## src/rtl/output_drain_ctrl.sv

```systemverilog
`default_nettype none
// ============================================================================
// Module   : output_drain_ctrl
// Purpose  : Buffers completed pixel groups (GROUP_SIZE parallel channel words
//            plus coordinates) in a small FIFO and serialises them one word
//            per cycle onto a valid/ready stream, tagging each word with its
//            x, y and absolute channel index.
// Revision : 1.0 - initial release
// ============================================================================
module output_drain_ctrl #(
   parameter int DATA_WIDTH = 32,
   parameter int GROUP_SIZE = 6,
   parameter int FIFO_DEPTH = 2
) (
   input  logic                             clk,
   input  logic                             arst_n_in,
   input  logic                             grp_valid,
   input  logic [GROUP_SIZE*DATA_WIDTH-1:0] grp_data,
   input  logic [31:0]                      grp_x,
   input  logic [31:0]                      grp_y,
   input  logic [31:0]                      grp_ch_base,
   output logic                             grp_stall,
   output logic                             out_valid,
   input  logic                             out_ready,
   output logic [DATA_WIDTH-1:0]            out_data,
   output logic [31:0]                      out_x,
   output logic [31:0]                      out_y,
   output logic [31:0]                      out_ch,
   output logic                             busy
);

   localparam int LANE_W = (GROUP_SIZE > 1) ? $clog2(GROUP_SIZE) : 1;
   localparam int PTR_W  = $clog2(FIFO_DEPTH);
   localparam int CNT_W  = PTR_W + 1;

   localparam logic [0:0] S_IDLE  = 1'b0;
   localparam logic [0:0] S_DRAIN = 1'b1;

   localparam logic [LANE_W-1:0] c_last_lane = LANE_W'(GROUP_SIZE - 1);
   localparam logic [CNT_W-1:0]  c_full      = CNT_W'(FIFO_DEPTH);
   localparam logic [CNT_W-1:0]  c_stall_lvl = CNT_W'(FIFO_DEPTH - 1);

   // Group storage; the data array is split per lane so the drain can index it directly
   logic [GROUP_SIZE-1:0][DATA_WIDTH-1:0] r_data_mem [FIFO_DEPTH];
   logic [31:0]                           r_x_mem    [FIFO_DEPTH];
   logic [31:0]                           r_y_mem    [FIFO_DEPTH];
   logic [31:0]                           r_ch_mem   [FIFO_DEPTH];

   logic [PTR_W-1:0]  r_wr_ptr;
   logic [PTR_W-1:0]  r_rd_ptr;
   logic [CNT_W-1:0]  r_count;
   logic [CNT_W-1:0]  w_count_nxt;
   logic              r_overflow_err;

   logic [0:0]        r_state;
   logic [0:0]        w_state_nxt;
   logic [LANE_W-1:0] r_lane;
   logic [LANE_W-1:0] w_lane_nxt;

   logic              w_full;
   logic              w_push;
   logic              w_pop;

   // A full FIFO refuses pushes even if the head is popped in the same cycle
   assign w_full = (r_count == c_full);
   assign w_push = grp_valid & ~w_full;
   assign w_pop  = (r_state == S_DRAIN) & out_ready & (r_lane == c_last_lane);

   // Occupancy after this cycle's push/pop
   always_comb begin
      w_count_nxt = r_count;
      case ({w_push, w_pop})
         2'b10:   w_count_nxt = r_count + 1'b1;
         2'b01:   w_count_nxt = r_count - 1'b1;
         default: w_count_nxt = r_count;
      endcase
   end

   // Write the accepted group into the slot at the write pointer
   always_ff @(posedge clk) begin
      if (w_push) begin
         r_data_mem[r_wr_ptr] <= grp_data;
         r_x_mem[r_wr_ptr]    <= grp_x;
         r_y_mem[r_wr_ptr]    <= grp_y;
         r_ch_mem[r_wr_ptr]   <= grp_ch_base;
      end
   end

   // Pointers, occupancy and the sticky overflow flag; pointers wrap naturally (power-of-two depth)
   always_ff @(posedge clk or negedge arst_n_in) begin
      if (!arst_n_in) begin
         r_wr_ptr       <= '0;
         r_rd_ptr       <= '0;
         r_count        <= '0;
         r_overflow_err <= 1'b0;
      end else begin
         if (w_push) r_wr_ptr <= r_wr_ptr + 1'b1;
         if (w_pop)  r_rd_ptr <= r_rd_ptr + 1'b1;
         r_count        <= w_count_nxt;
         r_overflow_err <= r_overflow_err | (grp_valid & w_full);
      end
   end

   // FSM state and lane counter register
   always_ff @(posedge clk or negedge arst_n_in) begin
      if (!arst_n_in) begin
         r_state <= S_IDLE;
         r_lane  <= '0;
      end else begin
         r_state <= w_state_nxt;
         r_lane  <= w_lane_nxt;
      end
   end

   // Next state: stay in DRAIN across group boundaries if a group (incl. one pushed now) remains
   always_comb begin
      w_state_nxt = r_state;
      w_lane_nxt  = r_lane;
      case (r_state)
         S_IDLE: begin
            if (r_count != '0) begin
               w_state_nxt = S_DRAIN;
               w_lane_nxt  = '0;
            end
         end
         S_DRAIN: begin
            if (out_ready) begin
               if (r_lane == c_last_lane) begin
                  w_lane_nxt = '0;
                  if (w_count_nxt == '0) w_state_nxt = S_IDLE;
               end else begin
                  w_lane_nxt = r_lane + 1'b1;
               end
            end
         end
         default: begin
            w_state_nxt = S_IDLE;
            w_lane_nxt  = '0;
         end
      endcase
   end

   // Outputs: head-group word and tags while draining, zero otherwise
   always_comb begin
      out_valid = 1'b0;
      out_data  = '0;
      out_x     = '0;
      out_y     = '0;
      out_ch    = '0;
      if (r_state == S_DRAIN) begin
         out_valid = 1'b1;
         out_data  = r_data_mem[r_rd_ptr][r_lane];
         out_x     = r_x_mem[r_rd_ptr];
         out_y     = r_y_mem[r_rd_ptr];
         out_ch    = r_ch_mem[r_rd_ptr] + {{(32-LANE_W){1'b0}}, r_lane};
      end
      busy      = (r_count != '0) | (r_state == S_DRAIN);
      grp_stall = (r_count >= c_stall_lvl);
   end

endmodule
`default_nettype wire

```

## config.mk

```make
export PLATFORM = sky130hd
export DESIGN_NAME = output_drain_ctrl
export DESIGN_NICKNAME = d
export VERILOG_FILES = /design/src/rtl/output_drain_ctrl.sv
export SDC_FILE = /design/constraint.sdc
export NUM_CORES = 1
export LEC_CHECK = 0
export CAP_MARGIN = 20
export CORE_ASPECT_RATIO = 0.6
export CORE_MARGIN = 2
export CORE_UTILIZATION = 25
export DETAILED_ROUTE_END_ITERATION = 6
export DONT_BUFFER_PORTS = 1
export SYNTH_ARGS = -nofsm -noshare
export SYNTH_HDL_FRONTEND = slang
export SYNTH_SLANG_ARGS = --single-unit
```

## constraint.sdc

```tcl
create_clock -name clk -period 20.5 [get_ports clk]
set_input_delay 2.05 -clock clk [delete_from_list [all_inputs] [get_ports clk]]
set_output_delay 2.05 -clock clk [all_outputs]
set_load 0.05 [all_outputs]
```

==> impl_metrics.yaml <==
critical_path:
  r2r-end: "r_data_mem[1][180]"
  slowest_stage: "dfrtp_4"
  worstRegToRegCells: 6
  cp.required_ns: 18.45
  rr_startpoint: "r_count[0]"
  cp.arrival_ns: 5.80
  cp-end-kind: "output port"
  path_class: "flip-flop to output port"
  path_cells: "buf_4 -> buf_12 -> nand3_1 -> a22oi_1 -> nand4_1 -> or4_1 -> a21oi_1"
  slowest_delay_ns: 0.96
  startpoint_type: "flip-flop"
  crit_fanout: 113
  r2r_setup_slack_ns: 17.08
drt:
  num_vias: 11400
  drt_iter0_markers: 868
  wl_per_cell_um: 21.4
  antenna_left: 0
  drc: 0
  dr.pass1.iters: 4
  routed_via_density: 4.47
  wl_um: 54900
logic_synthesis:
  syn-cell-area_mm2: 0.0233
  synth_top_area_frac: 0.742
  synth_edf_count: 576
  synth_async_sr_flop_share: 0.0137
  synth_nets: 1555
  ys_ff_latch: 584
  synth.top_cells.by_area: "edfxtp_1 74%, mux4_2 9.3%, mux2i_1 5.1%"
  synth_cell_type_count: 54
  synth.avg_cell_area_um2: 18.5
  yosysTopAreaCell: "edfxtp_1"
  synth_warnings: 0
  ys.flop_type: "edfxtp_1"
  syn_inst: 1257
  ys_seq_area_frac: 0.751
floorplanning:
  num_rows: 86
  die_x_um: 398
  fp.dieArea_mm2: 0.0958
  fp.dieH_um: 241
  ios: 423
  start_util: 0.253
  design.core.area_mm2: 0.0921
cells_and_area:
  fin_nets: 1578
  mostFrequentLayoutCells: "576 x edfxtp_1, 118 x mux2i_1, 106 x nor2_1"
  layout-drive-gt1-share: 0.168
  final_common_cell: "edfxtp_1"
  finish.instance_area_mm2: 0.0266
  area_delta_synth_final_pct: 14.3
sta:
  tns_ns: 0
  slew_headroom: 0.206
  rsz0062_at_grt: "false"
  fin_crit_ns: 7.85
  finalMaxSlewViolations: 0
  skew_ns: 0.00999
  max_freq_mhz: 127
  holdWs_ns: 0.559
  tightest_slew_ns: 1.16
  setup_violations: 0
  timing.final.crit_share: 0.383
  hold_viol_final: 0
clock_network:
  htreeDepth: 2
  cts_hold_buffers: 0
  cts.path.max_buffers: 3
  postCtsSetupRepairBufs: 0
  root_buffer: "clkbuf_16"
  clk_pin_slew_worst_paths_ns: 0.06
  clock-sinks: 584
  cts_resized: 0
  cts_tree: "yes"
  clock_latency_ns: 0.61
  cts_buffers: 55
placement:
  port_buffers: 0
  dpl_cell_area_mm2: 0.0249
  dp_hpwl_um: 36200
  routabilityCongestion: 0.818
power_and_ir_drop:
  p_clk_frac: 0.226
  switching_power_mw: 1.74
  p_total_mw: 4.38
  swShare: 0.397
  p_int_mw: 2.64
  p_leak_nw: 8.59
  pwr-share-comb: 0.376
  power.density_mw_per_mm2: 164
  ir_worst_vdd_uv: 92.1
  p_seq_frac: 0.398
job:
  drv_cap: 0
global_routing:
  antenna_found_initial: 10
  grt_use_total: 0.109
  grt_pass1_vias: 11600
  grt_max_degree: 131
  grt_overflow: 0
  grt_pass1_wl_um: 77800
worst_hold_path:
  holdCritStartpoint: "r_wr_ptr"
  min_to: "r_wr_ptr"
  holdPathStages: 1
  min_path_type: "flip-flop to flip-flop"
outcome:
  status: "complete, no violations"
## power groups by stage
stage	Clock [mW]	Sequential [mW]	Combinational [mW]
detailed placement	0	1.78	1.67
global route	1.08	1.77	1.75
finish	0.992	1.74	1.65
floorplan	0	1.82	1.39
CTS	1.03	1.75	1.67
global placement	0	1.76	1.66
## stage by stage
step	cells	setup WS (ns)	utilization
6_report	2559	12.65	0.289
3_3_place_gp	2452	13.34	0.270
4_1_cts	2555	12.55	0.289
3_5_place_dp	2453	13.26	0.270
5_1_grt	2559	12.16	0.289
2_1_floorplan	1257	5.47	-
## routing by layer
layer  share of wire  GRT usage  vias to the layer above
met5         0.00075   0.000496                        -
met4           0.024     0.0297                        6
met3           0.099     0.0453                       92
met2            0.50      0.179                      399
met1            0.38      0.133                     5898
li1                -          -                     5050
## sequential cells by signal (all words and copies together) (netlist names)
register / count
r_ch_mem: 64
r_x_mem: 64
r_state: 1
r_count: 2
r_lane: 3
r_rd_ptr: 1
r_y_mem: 64
r_wr_ptr: 1
r_data_mem: 384
## worst max-delay path: cells and delay by family (launching register included)
family | cells | cell delay [ns]
AOI/OAI and AO/OA | 2 | 1.20
buffers and inverters | 2 | 1.22
and+or+nand+nor | 3 | 1.48
DFF | 1 | 0.96
## area by class of cell
cell class	instances	area, um2
inverters	35	133
fillers	9072	65500
multi-input cells	575	5450
clock inverters	29	260
well taps	1232	1540
diodes	2	5.00
flip-flops and latches	584	17500
clock buffers	73	1470
repair buffers	29	279
## worst max-delay path by stage
| stage | startpoint | end | slack (ns) | cells after the start |
|---|---|---|---|---|
| floorplan | grp_valid | r_ch_mem[0][0] | 5.47 | 2 |
| global placement | r_rd_ptr | out_ch[28] | 13.34 | 7 |
| detailed placement | r_rd_ptr | out_ch[28] | 13.26 | 7 |
| CTS | r_rd_ptr | out_ch[28] | 12.55 | 7 |
| global route | r_rd_ptr | out_ch[28] | 12.16 | 7 |
| finish | r_rd_ptr | out_ch[28] | 12.65 | 7 |
## logic make-up after synthesis
family | synth area share
muxes | 0.147
and+or+nand+nor | 0.0505
buffers and inverters | 0.0178
adders and majority gates | 0.00354
xor gates and xnor gates | 0.00564
AOI/OAI and AO/OA | 0.0247
DFF | 0.751
## cell usage after synthesis (7+ instances only)
| cell type | n |
|---|---|
| and2_1 | 26 |
| o22ai_1 | 23 |
| nand3b_1 | 7 |
| edfxtp_1 | 576 |
| mux2_2 | 8 |
| mux4_2 | 96 |
| clkbuf_1 | 34 |
| nand2_1 | 32 |
| nor2_1 | 107 |
| buf_2 | 22 |
| nand3_1 | 16 |
| nand4_1 | 15 |
| o21ai_0 | 12 |
| xnor2_1 | 13 |
| a21oi_1 | 20 |
| nor3_1 | 9 |
| dfrtp_1 | 8 |
| mux2i_1 | 118 |
| inv_1 | 34 |
(Power assumes the default switching activity.)
==> RTL edit 1: new RTL, config.mk and constraints unchanged <==
`DATA_WIDTH`: 32 -> 64.
--- a/src/rtl/output_drain_ctrl.sv
+++ b/src/rtl/output_drain_ctrl.sv
@@ -9,5 +9,5 @@
 // ============================================================================
 module output_drain_ctrl #(
-   parameter int DATA_WIDTH = 32,
+   parameter int DATA_WIDTH = 64,
    parameter int GROUP_SIZE = 6,
    parameter int FIFO_DEPTH = 2
Interface: changed (resized grp_data and out_data); port bits go from 423 to 647. The function was not compared with the original's and may differ.
==> RTL edit 1 against the unedited design <==
Clock power is 72% higher; setup slack better by 0.36 ns; sequential cell count is 384 higher; total power is 68% higher; final area is 63% higher; area after synthesis is 62% higher; wire length is 79% higher; sequential power is 66% higher; largest power group unchanged.
==> RTL edit 1: results <==
set metrics [dict create \
    outcome "completed" \
    htreeDepth 3 \
    insertion_delay_ns 0.68 \
    fin_worst_skew_ns 0.0192 \
    grt_pass1_wl_mm 138 \
    num-nets-final 2426 \
    antenna_found_initial 17 \
    holdWs_ns 0.560 \
    vdd_drop_max_mv 0.0858 \
    drt-met1-wl_mm 39.5 \
    largest_reg_flops 768 \
    power.leakage_nw 13.7 \
    post_drt_wl_per_cell_um 24.4 \
    synth_common_cells "edfxtp_1, mux4_2, nor2_1" \
    wl_met3_mm 9.62 \
    synth_edf_count 960 \
    grt_use_total_pct 12.4 \
    dr.pass1.iters 5 \
    wl_met2_mm 46.5 \
    async_flop_share_pct 0.826 \
    cts_buffers 94 \
    synth.distinct_cells 56 \
    worst-path-max-fanout 87 \
    fill_cells 14700 \
    grt_pass1_vias 18200 \
    worst_pin_slew_ns 1.21 \
    drive_above_1_share_pct 21.4 \
    drtIter0Drc 1385 \
    r2r-end "r_data_mem[1][174]$_DFFE_PP_" \
    grt_max_degree 165 \
    yosysSeqAreaShare_pct 76.7 \
    place_congestion 0.745 \
    hpwl_mm 64.7 \
    yosys-top-cells-area "edfxtp_1, mux4_2, mux2i_1" \
    r2r_setup_slack_ns 16.48 \
    vias_per_cell 4.42 \
]
-- RTL edit 1: how the worst max path moves through the flow --
stage                                     from                       end  slack, ns  cells after the start
after detailed placement  r_rd_ptr$_DFFE_PN0N_                out_ch[26]      13.49                     10
after CTS                 r_rd_ptr$_DFFE_PN0N_                out_ch[26]      12.68                     10
after global placement    r_rd_ptr$_DFFE_PN0N_                out_ch[26]      13.49                     10
after floorplan                      grp_valid  r_ch_mem[0][0]$_DFFE_PP_       5.30                      2
after global routing      r_rd_ptr$_DFFE_PN0N_                out_ch[26]      12.61                     10
final                     r_rd_ptr$_DFFE_PN0N_                out_ch[26]      13.01                     10
-- RTL edit 1: cell type report --
type | count | area share (%)
Sequential cell | 968 | 66.8
Tap cell | 2016 | 5.80
Inverter | 11 | 0.118
Antenna cell | 11 | 0.0633
Clock buffer | 121 | 5.74
Clock inverter | 47 | 1.15
Multi-Input combinational cell | 821 | 19.5
Timing Repair Buffer | 40 | 0.852
-- RTL edit 1: logic make-up after synthesis --
family / after synthesis / share of synthesized area (%)
buffers and inverters: 115 / 1.40
adder cells (fa/ha/maj): 6 / 0.218
multiplexers: 315 / 14.7
AND/OR/NAND/NOR: 293 / 3.49
AO/OA/AOI/OAI: 187 / 2.98
flip-flops: 968 / 76.7
XOR/XNOR: 20 / 0.463
-- RTL edit 1: layer usage --
| layer | vias up | track usage [%] |
|---|---|---|
| met3 | 146 | 5.57 |
| met5 | - | 0 |
| met2 | 622 | 19.5 |
| met4 | 16 | 3.94 |
| met1 | 9235 | 15.1 |
| li1 | 7802 | - |
-- RTL edit 1: through the flow --
stage / cells / setup slack (ns) / util, % / total power, W / instance area, um^2
6_report: 4035 / 13.01 / 29.0 / 0.00734 / 43500
5_1_grt: 4028 / 12.61 / 29.0 / 0.00770 / 43500
3_5_place_dp: 3855 / 13.49 / 26.9 / 0.00573 / 40400
3_3_place_gp: 3854 / 13.49 / 26.9 / 0.00573 / 40400
2_1_floorplan: 1904 / 5.30 / - / 0.00528 / 37800
4_1_cts: 4023 / 12.68 / 28.9 / 0.00748 / 43400
-- RTL edit 1: power by group --
part	internal, W	switching [W]	leakage [nW]
Sequential	0.00270	0.000183	8.98
Clock	0.000965	0.000747	1.43
Combinational	0.000768	0.00197	3.25
Total	0.00444	0.00290	13.7
-- RTL edit 1: worst max-delay path: stages, from the launching register on --
cell and delay, ns:
dfrtp_4 0.96, buf_12 0.50, mux2_2 0.29, ha_1 0.18
inv_1 0.07, fa_1 0.43, nand2b_1 0.21, a211oi_4 0.50
nand2_4 0.23, nor4_1 0.44, mux2i_2 0.84
==> RTL edit 2: new RTL, same settings <==
Without the edit above. Reset style: synchronous (`arst_n_in`), changed in 2 clocked blocks.
--- a/src/rtl/output_drain_ctrl.sv
+++ b/src/rtl/output_drain_ctrl.sv
@@ -88,5 +88,5 @@
 
    // Pointers, occupancy and the sticky overflow flag; pointers wrap naturally (power-of-two depth)
-   always_ff @(posedge clk or negedge arst_n_in) begin
+   always_ff @(posedge clk) begin
       if (!arst_n_in) begin
          r_wr_ptr       <= '0;
@@ -103,5 +103,5 @@
 
    // FSM state and lane counter register
-   always_ff @(posedge clk or negedge arst_n_in) begin
+   always_ff @(posedge clk) begin
       if (!arst_n_in) begin
          r_state <= S_IDLE;
Behaviour: differs if arst_n_in is asserted again (counterexample within 4 cycles, from zero or initial values and one cycle with arst_n_in low); with arst_n_in held inactive, the same outputs for 4 cycles.
==> RTL edit 2 against the unedited design <==
The flow now finishes with violations (slew limit); setup slack gained 0.23 ns; cell count down 0.51%; final area grew 0.23%; highest routed layer is now met4; area after synthesis rose by 0.28%; sequential cell count rose by 1; critical path type unchanged; wire length up 3.8%.
Power is not compared: it rests on default switching activity, and its combinational part moved more than twofold at a synthesized area within 25%.
==> RTL edit 2: results <==
set metrics [dict create \
    outcome "complete, but fails checks" \
    violations "slew limit" \
    dr.pass1.iters 5 \
    fin_worst_skew_ns 0.0348 \
    grt_use_total_pct 11.5 \
    sh_seq_area_pct 65.5 \
    synth_common_cells "edfxtp_1, mux2i_1, mux4_2" \
    num-nets-final 1573 \
    worst-path-max-fanout 138 \
    clkCellAreaFrac_pct 6.53 \
    diodes 0 \
    crit_slowest_cell "mux2i_1" \
    routed_wl_mm 57.0 \
    synth_fp_nets 1549 \
    slew_violations 61 \
    bufAreaShareNonClock_pct 0.975 \
    grt_pass1_wl_mm 81.3 \
    grt_max_degree 173 \
    fill_cells 9001 \
    drtIter0Drc 872 \
    buffers 28 \
    synth.distinct_cells 55 \
    cp_top_family "multiplexers" \
    worst_pin_slew_ns 1.54 \
    cts_sinks 585 \
    grt_pass1_vias 12100 \
    hpwl_mm 37.9 \
    cts_buffers 56 \
    num_vias 11400 \
    clkbuf_count 77 \
    antenna_found_initial 1 \
]
[RTL edit 2: cell count changes after synthesis, moves of 9 or more]
| cell | change |
|---|---|
| nor2_1 | -17 |
| nand2_1 | -11 |
| dfxtp_1 | +9 |
| and2_1 | +10 |
| o21ai_0 | -10 |
| o22ai_1 | +11 |
[RTL edit 2: per-stage QoR]
step	utilization [%]	hold slack, ns	instance area, um^2	cells	worst slack [ns]
floorplan	-	0.481	23400	1249	5.26
global placement	27.0	0.499	24900	2445	13.44
detailed placement	27.0	0.504	24900	2445	13.38
CTS	28.9	0.518	26700	2544	12.66
global route	29.0	0.552	26700	2546	12.38
finish	29.0	0.512	26700	2546	12.87
[RTL edit 2: path summary, 6_finish.rpt]
path / slack [ns] / depth (start not counted) / from / end
worst min register to register: 0.51 / 2 / r_rd_ptr$_SDFFE_PN0P_ / flop
worst max-delay path: 12.87 / 10 / flop / out_ch[28]
worst min-delay path: 0.51 / 2 / r_rd_ptr$_SDFFE_PN0P_ / flop
worst max register to register: 17.25 / 7 / r_count[0]$_SDFF_PN0_ / r_data_mem[0][153]$_DFFE_PP_
[RTL edit 2: layer usage]
metal / GRT usage (%) / routed length, um / vias up
li1: - / - / 5015
met1: 14.1 / 22700 / 5961
met2: 19.4 / 28900 / 303
met3: 3.69 / 4200 / 84
met4: 3.06 / 1200 / 0
met5: 0 / 0 / -
[RTL edit 2: kinds of logic (layout without fill, tap and decap cells)]
group           count (synthesis)  after routing  synth area share, %
flops                         585            585                 74.8
simple gates                  231            231                 5.11
mux                           224            224                 14.8
buf+inv                       105            170                 1.92
compound gates                 79             79                 2.36
xor+xnor                       17             17                0.637
fa+ha+maj                       8              8                0.460
